[src/rtl/bicubic_row_ctrl.sv]
// Bicubic row controller: for each output pixel, fetches four edge-clamped
// source taps from ROM, hands them to the bicubic core with the fractional
// position, waits for the result and writes it to the output RAM.
module bicubic_row_ctrl #(
    parameter int IMG_W  = 100,
    parameter int ADDR_W = 14
) (
    input  logic              clk,
    input  logic              rst,
    input  logic              start,
    input  logic [ADDR_W-1:0] row_base,
    input  logic [ADDR_W-1:0] out_base,
    input  logic [8:0]        out_len,
    input  logic [15:0]       start_pos,
    input  logic [15:0]       step,
    output logic              busy,
    output logic              done,
    output logic              rom_rd,
    output logic [ADDR_W-1:0] rom_addr,
    input  logic [7:0]        rom_data,
    output logic              core_start,
    output logic [7:0]        core_frac,
    output logic [7:0]        core_p0,
    output logic [7:0]        core_p1,
    output logic [7:0]        core_p2,
    output logic [7:0]        core_p3,
    input  logic              core_done,
    input  logic [7:0]        core_result,
    output logic              wr_en,
    output logic [ADDR_W-1:0] wr_addr,
    output logic [7:0]        wr_data
);

    typedef enum logic [2:0] {
        S_IDLE,
        S_FETCH,
        S_CAPTURE,
        S_ISSUE,
        S_WAIT_CORE,
        S_WRITE,
        S_DONE
    } state_t;

    state_t            r_state;
    state_t            w_next;

    logic [ADDR_W-1:0] r_row_base;
    logic [ADDR_W-1:0] r_out_base;
    logic [8:0]        r_out_len;
    logic [15:0]       r_step;
    logic [15:0]       r_pos;
    logic [8:0]        r_j;
    logic [1:0]        r_n;
    logic [7:0]        r_tap0;
    logic [7:0]        r_tap1;
    logic [7:0]        r_tap2;
    logic [7:0]        r_tap3;
    logic [7:0]        r_result;

    logic [8:0]        w_j_next;
    logic [9:0]        w_k_raw;
    logic [9:0]        w_k;
    logic [ADDR_W-1:0] w_rom_addr;

    assign w_j_next = r_j + 9'd1;

    // Source index k = i - 1 + n, computed as (i + n) - 1 so the arithmetic
    // stays unsigned; raw value 0 is the only case where k would be negative.
    always_comb begin
        w_k_raw = {2'b00, r_pos[15:8]} + {8'b0, r_n};
        if (w_k_raw == 10'd0) begin
            w_k = '0;
        end else if (w_k_raw > 10'(IMG_W)) begin
            w_k = 10'(IMG_W - 1);
        end else begin
            w_k = w_k_raw - 10'd1;
        end
        w_rom_addr = r_row_base + ADDR_W'(w_k);
    end

    // State register
    always_ff @(posedge clk) begin
        if (rst) begin
            r_state <= S_IDLE;
        end else begin
            r_state <= w_next;
        end
    end

    // Next-state logic
    always_comb begin
        w_next = r_state;
        case (r_state)
            S_IDLE: begin
                if (start) begin
                    w_next = (out_len == 9'd0) ? S_DONE : S_FETCH;
                end
            end
            S_FETCH:     if (r_n == 2'd3) w_next = S_CAPTURE;
            S_CAPTURE:   w_next = S_ISSUE;
            S_ISSUE:     w_next = S_WAIT_CORE;
            S_WAIT_CORE: if (core_done) w_next = S_WRITE;
            S_WRITE:     w_next = (w_j_next == r_out_len) ? S_DONE : S_FETCH;
            S_DONE:      w_next = S_IDLE;
            default:     w_next = S_IDLE;
        endcase
    end

    // Job parameters, position/index counters, tap and result capture
    always_ff @(posedge clk) begin
        if (rst) begin
            r_row_base <= '0;
            r_out_base <= '0;
            r_out_len  <= '0;
            r_step     <= '0;
            r_pos      <= '0;
            r_j        <= '0;
            r_n        <= '0;
            r_tap0     <= '0;
            r_tap1     <= '0;
            r_tap2     <= '0;
            r_tap3     <= '0;
            r_result   <= '0;
        end else begin
            case (r_state)
                S_IDLE: begin
                    if (start) begin
                        r_row_base <= row_base;
                        r_out_base <= out_base;
                        r_out_len  <= out_len;
                        r_step     <= step;
                        r_pos      <= start_pos;
                        r_j        <= '0;
                        r_n        <= '0;
                    end
                end
                S_FETCH: begin
                    // Data for read n-1 arrives while read n is issued
                    case (r_n)
                        2'd1:    r_tap0 <= rom_data;
                        2'd2:    r_tap1 <= rom_data;
                        2'd3:    r_tap2 <= rom_data;
                        default: ;
                    endcase
                    r_n <= r_n + 2'd1;
                end
                S_CAPTURE: r_tap3 <= rom_data;
                S_WAIT_CORE: begin
                    if (core_done) begin
                        r_result <= core_result;
                    end
                end
                S_WRITE: begin
                    r_pos <= r_pos + r_step;
                    r_j   <= w_j_next;
                    r_n   <= '0;
                end
                default: ;
            endcase
        end
    end

    // Output decode; strobes and addresses are gated by state
    always_comb begin
        busy       = (r_state != S_IDLE);
        done       = 1'b0;
        rom_rd     = 1'b0;
        rom_addr   = '0;
        core_start = 1'b0;
        wr_en      = 1'b0;
        wr_addr    = '0;
        wr_data    = '0;
        core_frac  = r_pos[7:0];
        core_p0    = r_tap0;
        core_p1    = r_tap1;
        core_p2    = r_tap2;
        core_p3    = r_tap3;
        case (r_state)
            S_FETCH: begin
                rom_rd   = 1'b1;
                rom_addr = w_rom_addr;
            end
            S_ISSUE: core_start = 1'b1;
            S_WRITE: begin
                wr_en   = 1'b1;
                wr_addr = r_out_base + ADDR_W'(r_j);
                wr_data = r_result;
            end
            S_DONE:  done = 1'b1;
            default: ;
        endcase
    end

endmodule

[config.mk]
export PLATFORM = sky130hd
export DESIGN_NAME = bicubic_row_ctrl
export DESIGN_NICKNAME = d
export VERILOG_FILES = /design/src/rtl/bicubic_row_ctrl.sv
export SDC_FILE = /design/constraint.sdc
export NUM_CORES = 1
export LEC_CHECK = 0
export CORE_ASPECT_RATIO = 0.5
export CORE_UTILIZATION = 51
export DETAILED_ROUTE_END_ITERATION = 7
export GPL_TIMING_DRIVEN = 0
export HOLD_SLACK_MARGIN = 0.12
export PLACE_DENSITY = 0.81
export SETUP_SLACK_MARGIN = 0.02
export SYNTH_ARGS = -nofsm -noshare
export SYNTH_HDL_FRONTEND = slang
export SYNTH_SLANG_ARGS = --single-unit
[constraint.sdc]
create_clock -name clk -period 5.9 [get_ports clk]
set_clock_uncertainty 0.2 [all_clocks]
set_input_delay 1.18 -clock clk [delete_from_list [all_inputs] [get_ports clk]]
set_output_delay 1.18 -clock clk [all_outputs]
set_load 0.01 [all_outputs]
==> out/results.ini, run 1 <==
[clock_tree]
tritoncts.num_buffers = 17
cts-root-buf = clkbuf_16
clkSlewWorstSetupHoldPaths_ns = 0.06
clock_latency_ns = 0.42
cts_buffer_depth = 2
htree_levels = 4
cts_tree = built
clock-sinks = 123
ctsHoldBuffers = 0

[yosys]
syn-cell-area_sq_mm = 0.00737
ys_ff_latch = 123
yosys_warnings = 0
synthesis.nets = 1129
avgSynthCellArea_sq_um = 7.41
synth_edf_count = 0
synth_top_cell_by_area = dfxtp_1
synth-async-reset-ratio_pct = 0
synthDistinctLibCells = 64
ys_seq_area_share_pct = 33.4
syn_inst = 994
ys_top_cells_by_area = dfxtp_1, nand2_1, a21oi_1, ha_1, nor2_1
yosys.area.top_type_share_pct = 33.4
synth_top_flop_cell = dfxtp_1

[floorplanning]
rows = 30
start_util_pct = 53.4
fp.dieH_um = 87
ios = 170
die_x_um = 172
die-area_sq_mm = 0.0150
core_sq_mm = 0.0138

[finish]
nFillCells = 1093
area_delta_synth_final_pct = 37.1
multi_input_area_sq_mm = 0.00465
regArea_sq_mm = 0.00247
nets = 1329
drive_above_1_share_pct = 11.0
final_core_util_pct = 73.1
diodes = 0

[grt]
antenna_found_initial = 0
overflow = 0
grt_pass1_wl_mm = 35.8
grt_pass1_vias = 7337
grt_max_degree = 17
grt_usage_pct = 30.5

[pwr]
power_frac_clock_pct = 41.0
power.density_mw_per_mm2 = 267
leakage_nw = 3.93
peakVddDrop_mv = 0.216
p_sw_share_pct = 31.0
intPower_w = 0.00186
combPwrFrac_pct = 25.0
pwr-share-seq_pct = 33.9
switchingPower_w = 0.000836

[setup_path]
worst_setup_path_start_kind = register
r2r_setup_slack_ns = 3.10
crit_path_end_kind = primary output
r2r_start = r_pos[1]
cp_max_fo = 4
crit_type = register to primary output
arrival_ns = 4.39
reg2reg_to = r_pos[15]
r2r_cells = 8
required_ns = 4.52

[place]
io_buffers = 168
place_hpwl_mm = 16.1
pre_cts_ws_ns = -0.417
globalplace.congestion = 0.926

[timing]
finalSetupViolCount = 0
clock.fmax_mhz = 173
finalMaxSlewViolations = 0
max_slew_margin_pct = 47.4
finalCritPeriodShare_pct = 97.8
tightestPinTransition_ns = 0.782
rsz0062_at_grt = true
hold_viol = 0
worst_slack_ns = 0.132
finalCriticalPeriod_ns = 5.77

[detailed_routing]
drtIter0Drc = 652
routed_wl_mm = 22.7
viasPerCell = 5.59
via_count = 7825
drtPass1Iterations = 8
wl_per_cell_um = 16.2
drc = 0
ant_nets = 0

[min_path]
hold_end = core_p1[1]
hold_path_depth = 2
hp-start = core_p1[1]
hold_path_class = register to register

[outcome]
status = complete, no violations

[run]
drv_cap = 0

cell families (layout without fill, tap and decap cells):
logic type,count (synthesis),after routing,synth area share [%]
and+or+nand+nor,424,424,25.3
AOI/OAI and AO/OA,254,254,20.5
DFF,123,123,33.4
buffers and inverters,87,300,5.28
xor gates and xnor gates,47,47,5.59
adders and majority gates,46,46,8.22
muxes,13,13,1.77
synthesized netlist by cell type, types with 5 or more instances:
cell type    n
a211oi_1    13
a21oi_1    145
or3_1        6
o21a_1      13
ha_1        42
buf_2       18
nor2b_1      6
nand4_1      5
nor2_1      91
clkbuf_1    34
nand2b_1     7
nor3_1      14
xor2_1      26
buf_4       10
inv_1       21
a21o_1       8
dfxtp_1    123
nand3_1     20
xnor2_1     21
a311oi_1     7
and2_1      11
o21ai_0     32
and3_1       9
nand2_1    227
mux2i_1     13
worst max-delay path, cell delays in order, from the launching register on:
cell,delay [ns]
dfxtp_4,0.37
ha_4,0.16
inv_2,0.05
fa_2,0.46
ha_4,0.20
nor2_2,0.08
nor2_1,0.04
a21oi_1,0.13
nor3_1,0.06
o41a_2,0.47
a21oi_2,0.14
ha_2,0.20
inv_2,0.04
fa_2,0.37
nor2b_2,0.13
o21a_1,0.18
o21ai_2,0.08
a21oi_2,0.16
buf_4,0.13
nor2_2,0.04
a21oi_2,0.15
mux2i_1,0.18
buf_2,0.14
stage by stage:
stage	power, W	setup TNS, ns	hold slack [ns]	area [sq um]	cells
2_1_floorplan	0.00132	0	0.240	7370	994
3_3_place_gp	0.00153	-1.04	0.242	9290	1354
3_5_place_dp	0.00154	-1.84	0.247	9290	1354
4_1_cts	0.00266	0	0.256	10000	1395
5_1_grt	0.00280	-0.156	0.269	10100	1399
6_report	0.00269	0	0.257	10100	1399
placed cells by master (no fill, tap or decap), types with 4 or more instances in the layout:
| master | netlist | routed |
|---|---|---|
| nand3_2 | 2 | 4 |
| nor2_2 | 4 | 6 |
| a21oi_2 | 3 | 9 |
| nor2b_1 | 6 | 4 |
| buf_4 | 10 | 23 |
| a311oi_1 | 7 | 7 |
| clkinvlp_4 | 0 | 4 |
| dfxtp_1 | 123 | 120 |
| inv_1 | 21 | 19 |
| o21bai_1 | 4 | 4 |
| mux2i_1 | 13 | 13 |
| clkbuf_1 | 34 | 34 |
| nand3_1 | 20 | 18 |
| clkdlybuf4s50_1 | 0 | 158 |
| nor2_1 | 91 | 88 |
| o21ai_0 | 32 | 30 |
| nand2b_1 | 7 | 6 |
| xnor2_1 | 21 | 21 |
| or2_2 | 4 | 4 |
| buf_2 | 18 | 22 |
| xor2_1 | 26 | 26 |
| and3_1 | 9 | 9 |
| and2_1 | 11 | 11 |
| inv_6 | 0 | 6 |
| o21a_1 | 13 | 13 |
| nand4_1 | 5 | 5 |
| clkbuf_2 | 2 | 5 |
| nor3_1 | 14 | 14 |
| a21o_1 | 8 | 8 |
| a211oi_1 | 13 | 12 |
| clkbuf_16 | 0 | 17 |
| nand2_1 | 227 | 227 |
| ha_1 | 42 | 38 |
| o22ai_1 | 4 | 4 |
| or3_1 | 6 | 6 |
| a21oi_1 | 145 | 139 |
layout make-up:
| type | instances | share of cell area (%) |
|---|---|---|
| multi-input combinational | 784 | 46.0 |
| sequential | 123 | 24.5 |
| timing repair buffer | 181 | 17.3 |
| clock buffer | 17 | 4.21 |
| buffer | 65 | 3.03 |
| tap | 192 | 2.38 |
| clock inverter | 15 | 1.85 |
| inverter | 22 | 0.817 |
power groups by stage:
stage	logic [W]	registers (W)	clock network, W
floorplan	0.000396	0.000921	0
global placement	0.000597	0.000929	0
detailed placement	0.000612	0.000931	0
CTS	0.000645	0.000913	0.00110
global route	0.000738	0.000919	0.00115
finish	0.000674	0.000914	0.00111
repair_timing:
action,in CTS,in global routing
endpoints found under the setup margin,11,9
gates cloned,0,0
buffers inserted,9,4
pin swaps,13,18
gates resized for setup,45,21
sequential cells by signal, summed over array words and instances (netlist names):
signal / count
core_p2: 8
r_out_len: 9
core_p0: 8
r_state: 3
r_pos: 16
r_j: 9
r_step: 16
r_result: 8
r_row_base: 14
core_p1: 8
r_out_base: 14
core_p3: 8
r_n: 2
layer usage:
| metal | global-route usage [%] | vias up | part of all wire [%] |
|---|---|---|---|
| met5 | 0 | - | 0 |
| li1 | - | 3798 | - |
| met3 | 6.13 | 47 | 7.1 |
| met2 | 50.7 | 298 | 46 |
| met1 | 39.9 | 3682 | 45 |
| met4 | 9.49 | 0 | 1.9 |
how the worst max path moves through the flow:
stage / startpoint / to / slack (ns) / cells after the start
2_1_floorplan: r_n[0] / rom_addr[12] / 0.56 / 20
3_3_place_gp: r_n[0] / rom_addr[12] / -0.32 / 21
3_5_place_dp: r_n[0] / rom_addr[12] / -0.42 / 21
4_1_cts: r_n[0] / rom_addr[12] / 0.02 / 22
5_1_grt: r_n[0] / rom_addr[12] / -0.11 / 22
6_report: r_pos[8] / rom_addr[12] / 0.13 / 22
(Power assumes the default switching activity.)
==> run 2: changes to the inputs <==
CORE_UTILIZATION = 52   (was 51)
CTS_BUF_LIST = sky130_fd_sc_hd__clkbuf_4 sky130_fd_sc_hd__clkbuf_8   (was default)
PLACE_DENSITY = 0.83   (was 0.81)
==> run 2 against run 1 <==
- the run now ends with negative setup slack left
- setup slack lost 0.16 ns
- power shrank 12%
- die area fell by 1.9%
- cell count rose by 0.64%
- clock power shrank 33%
- combinational power rose by 4.9%
- critical path depth did not move
- critical path type unchanged
- sequential share of layout area rose by 0.37 points
- design area fell by 1.4%
==> out/results.ini, run 2 (same netlist as run 1, synthesis figures left out) <==
[finish]
largest_registers = r_pos (16), r_step (16)
final_common_cell = nand2_1
nets = 1338  ; +0.68%
final_area_sq_mm = 0.00996  ; -1.4%
diodes = 0  ; unchanged
mostFrequentLayoutCells = nand2_1, clkdlybuf4s50_1, a21oi_1
drive_above_1_share_pct = 11.8  ; +0.74 points
area_delta_synth_final_pct = 35.1
final_core_util_pct = 72.7  ; -0.45 points

[clock_tree]
clock_latency_ns = 0.45  ; +0.03 ns
cts_buffer_depth = 2  ; unchanged
cts_tree = built
tritoncts.num_buffers = 17  ; unchanged
cts-root-buf = clkbuf_8
ctsHoldBuffers = 0  ; unchanged
clkSlewWorstSetupHoldPaths_ns = 0.09  ; +0.03 ns
htree_levels = 4  ; unchanged
clock-sinks = 123  ; unchanged

[detailed_routing]
viasPerCell = 5.61  ; +0.31%
drtPass1Iterations = 5  ; -3
drtIter0Drc = 653  ; +0.15%
wl_per_cell_um = 16.0  ; -1.5%
drc = 0  ; unchanged
via_count = 7900  ; +0.96%
routed_wl_mm = 22.5  ; -0.85%
ant_nets = 0  ; unchanged

[place]
globalplace.congestion = 0.905  ; -2.3%
place_hpwl_mm = 16.1  ; -0.21%
io_buffers = 168  ; unchanged
placed_area_sq_mm = 0.00929  ; unchanged
pre_cts_ws_ns = -0.352  ; +0.0648 ns

[floorplanning]
die-area_sq_mm = 0.0147  ; -1.9%
rows = 30  ; unchanged
core_sq_mm = 0.0137  ; -0.82%
fp.dieH_um = 86.2  ; -0.94%
ios = 170  ; unchanged
die_x_um = 170  ; -0.95%
start_util_pct = 53.8  ; +0.44 points

[pwr]
p_sw_share_pct = 34.4  ; +3.4 points
switchingPower_w = 0.000814  ; -2.5%
power.density_mw_per_mm2 = 238  ; -11%
pwr-share-seq_pct = 38.6  ; +4.7 points
combPwrFrac_pct = 29.8  ; +4.8 points
power_frac_clock_pct = 31.6  ; -9.4 points
intPower_w = 0.00155  ; -16%
peakVddDrop_mv = 0.117  ; -46%
leakage_nw = 3.87  ; -1.5%

[setup_path]
crit_path_end_kind = primary output
required_ns = 4.52  ; about the same
worst_setup_path_start_kind = register
arrival_ns = 4.54  ; +0.15 ns
crit_type = register to primary output
cp_max_fo = 6  ; +2

[timing]
max_slew_margin_pct = 44.8  ; -2.6 points
clock.fmax_mhz = 169  ; -2.6%
finalMaxSlewViolations = 0  ; unchanged
finalSetupViolCount = 1  ; +1
rsz0062_at_grt = true
whs_ns = 0.256  ; -0.000664 ns
hold_viol = 0  ; unchanged
tightestPinTransition_ns = 0.820  ; +0.0385 ns
finalCritPeriodShare_pct = 100  ; +2.6 points
finalCriticalPeriod_ns = 5.92  ; +0.155 ns
worst_slack_ns = -0.0233  ; -0.155 ns

[outcome]
status = finished, violations left
violations = negative setup slack

[min_path]
hold_path_class = register to register

[grt]
antenna_found_initial = 0  ; unchanged
grt_pass1_vias = 7441  ; +1.4%
grt_max_degree = 17  ; unchanged
grt_usage_pct = 30.5  ; +0.037 points
overflow = 0  ; unchanged
grt_pass1_wl_mm = 35.6  ; -0.50%

[run]
drv_cap = 0  ; unchanged

[run 2: stage by stage]
stage               power [W]  instances  setup TNS [ns]
CTS                   0.00232       1401        -0.00950
finish                0.00237       1408         -0.0233
detailed placement    0.00155       1354           -1.14
global route          0.00247       1408          -0.875
floorplan             0.00132        994               0
global placement      0.00152       1354          -0.723
[run 2: final cells by class]
cell class	instances	area (sq um)
multi-input cells	784	4660
fillers	1018	3740
flip-flops and latches	123	2470
repair buffers	190	1820
plain buffers	65	307
well taps	192	240
clock buffers	17	234
clock inverters	15	153
inverters	22	82.6
[run 2: power by group through the flow]
stage | clock network [W] | registers, W | logic [W]
after global routing | 0.000789 | 0.000918 | 0.000767
after floorplan | 0 | 0.000921 | 0.000396
after detailed placement | 0 | 0.000931 | 0.000614
final | 0.000749 | 0.000914 | 0.000707
after global placement | 0 | 0.000928 | 0.000592
after CTS | 0.000752 | 0.000911 | 0.000658
[run 2: critical path: stages, from the launching register on]
cell and delay (ns):
dfxtp_4 0.37, ha_4 0.15, inv_2 0.05, fa_2 0.46
ha_4 0.20, nor2_2 0.11, nor2_1 0.06, a21oi_1 0.16
nor3_1 0.07, o41a_2 0.51, buf_6 0.14, nand2b_4 0.09
nor2_1 0.07, ha_2 0.29, o21ai_2 0.15, nor2_2 0.08
o41ai_2 0.29, nand3_1 0.18, buf_4 0.19, nand3_2 0.07
xor2_1 0.16, nor2_1 0.06, buf_2 0.16
[run 2: what timing repair did]
item	CTS	global route
endpoints found under the setup margin	10	10
resized for setup	48	21
pin swaps	22	24
endpoints found under the hold margin	0	0
setup buffers	15	7
[run 2: worst paths after layout]
check / start / end / depth (start not counted) / slack, ns
worst min-delay path: core_p1[0] / core_p1[0] / 2 / 0.26
worst max-delay path: r_n[0] / rom_addr[13] / 22 / -0.02
worst min register to register: core_p1[0] / core_p1[0] / 2 / 0.26
worst max register to register: r_pos[0] / r_pos[14] / 10 / 3.17
[run 2: metal layers]
layer / track usage [%] / vias up / routed length, um
met4: 8.93 / 0 / 345
met5: 0 / - / 0
met2: 51.8 / 343 / 10500
met3: 5.11 / 44 / 1690
met1: 40.2 / 3683 / 9890
li1: - / 3830 / -
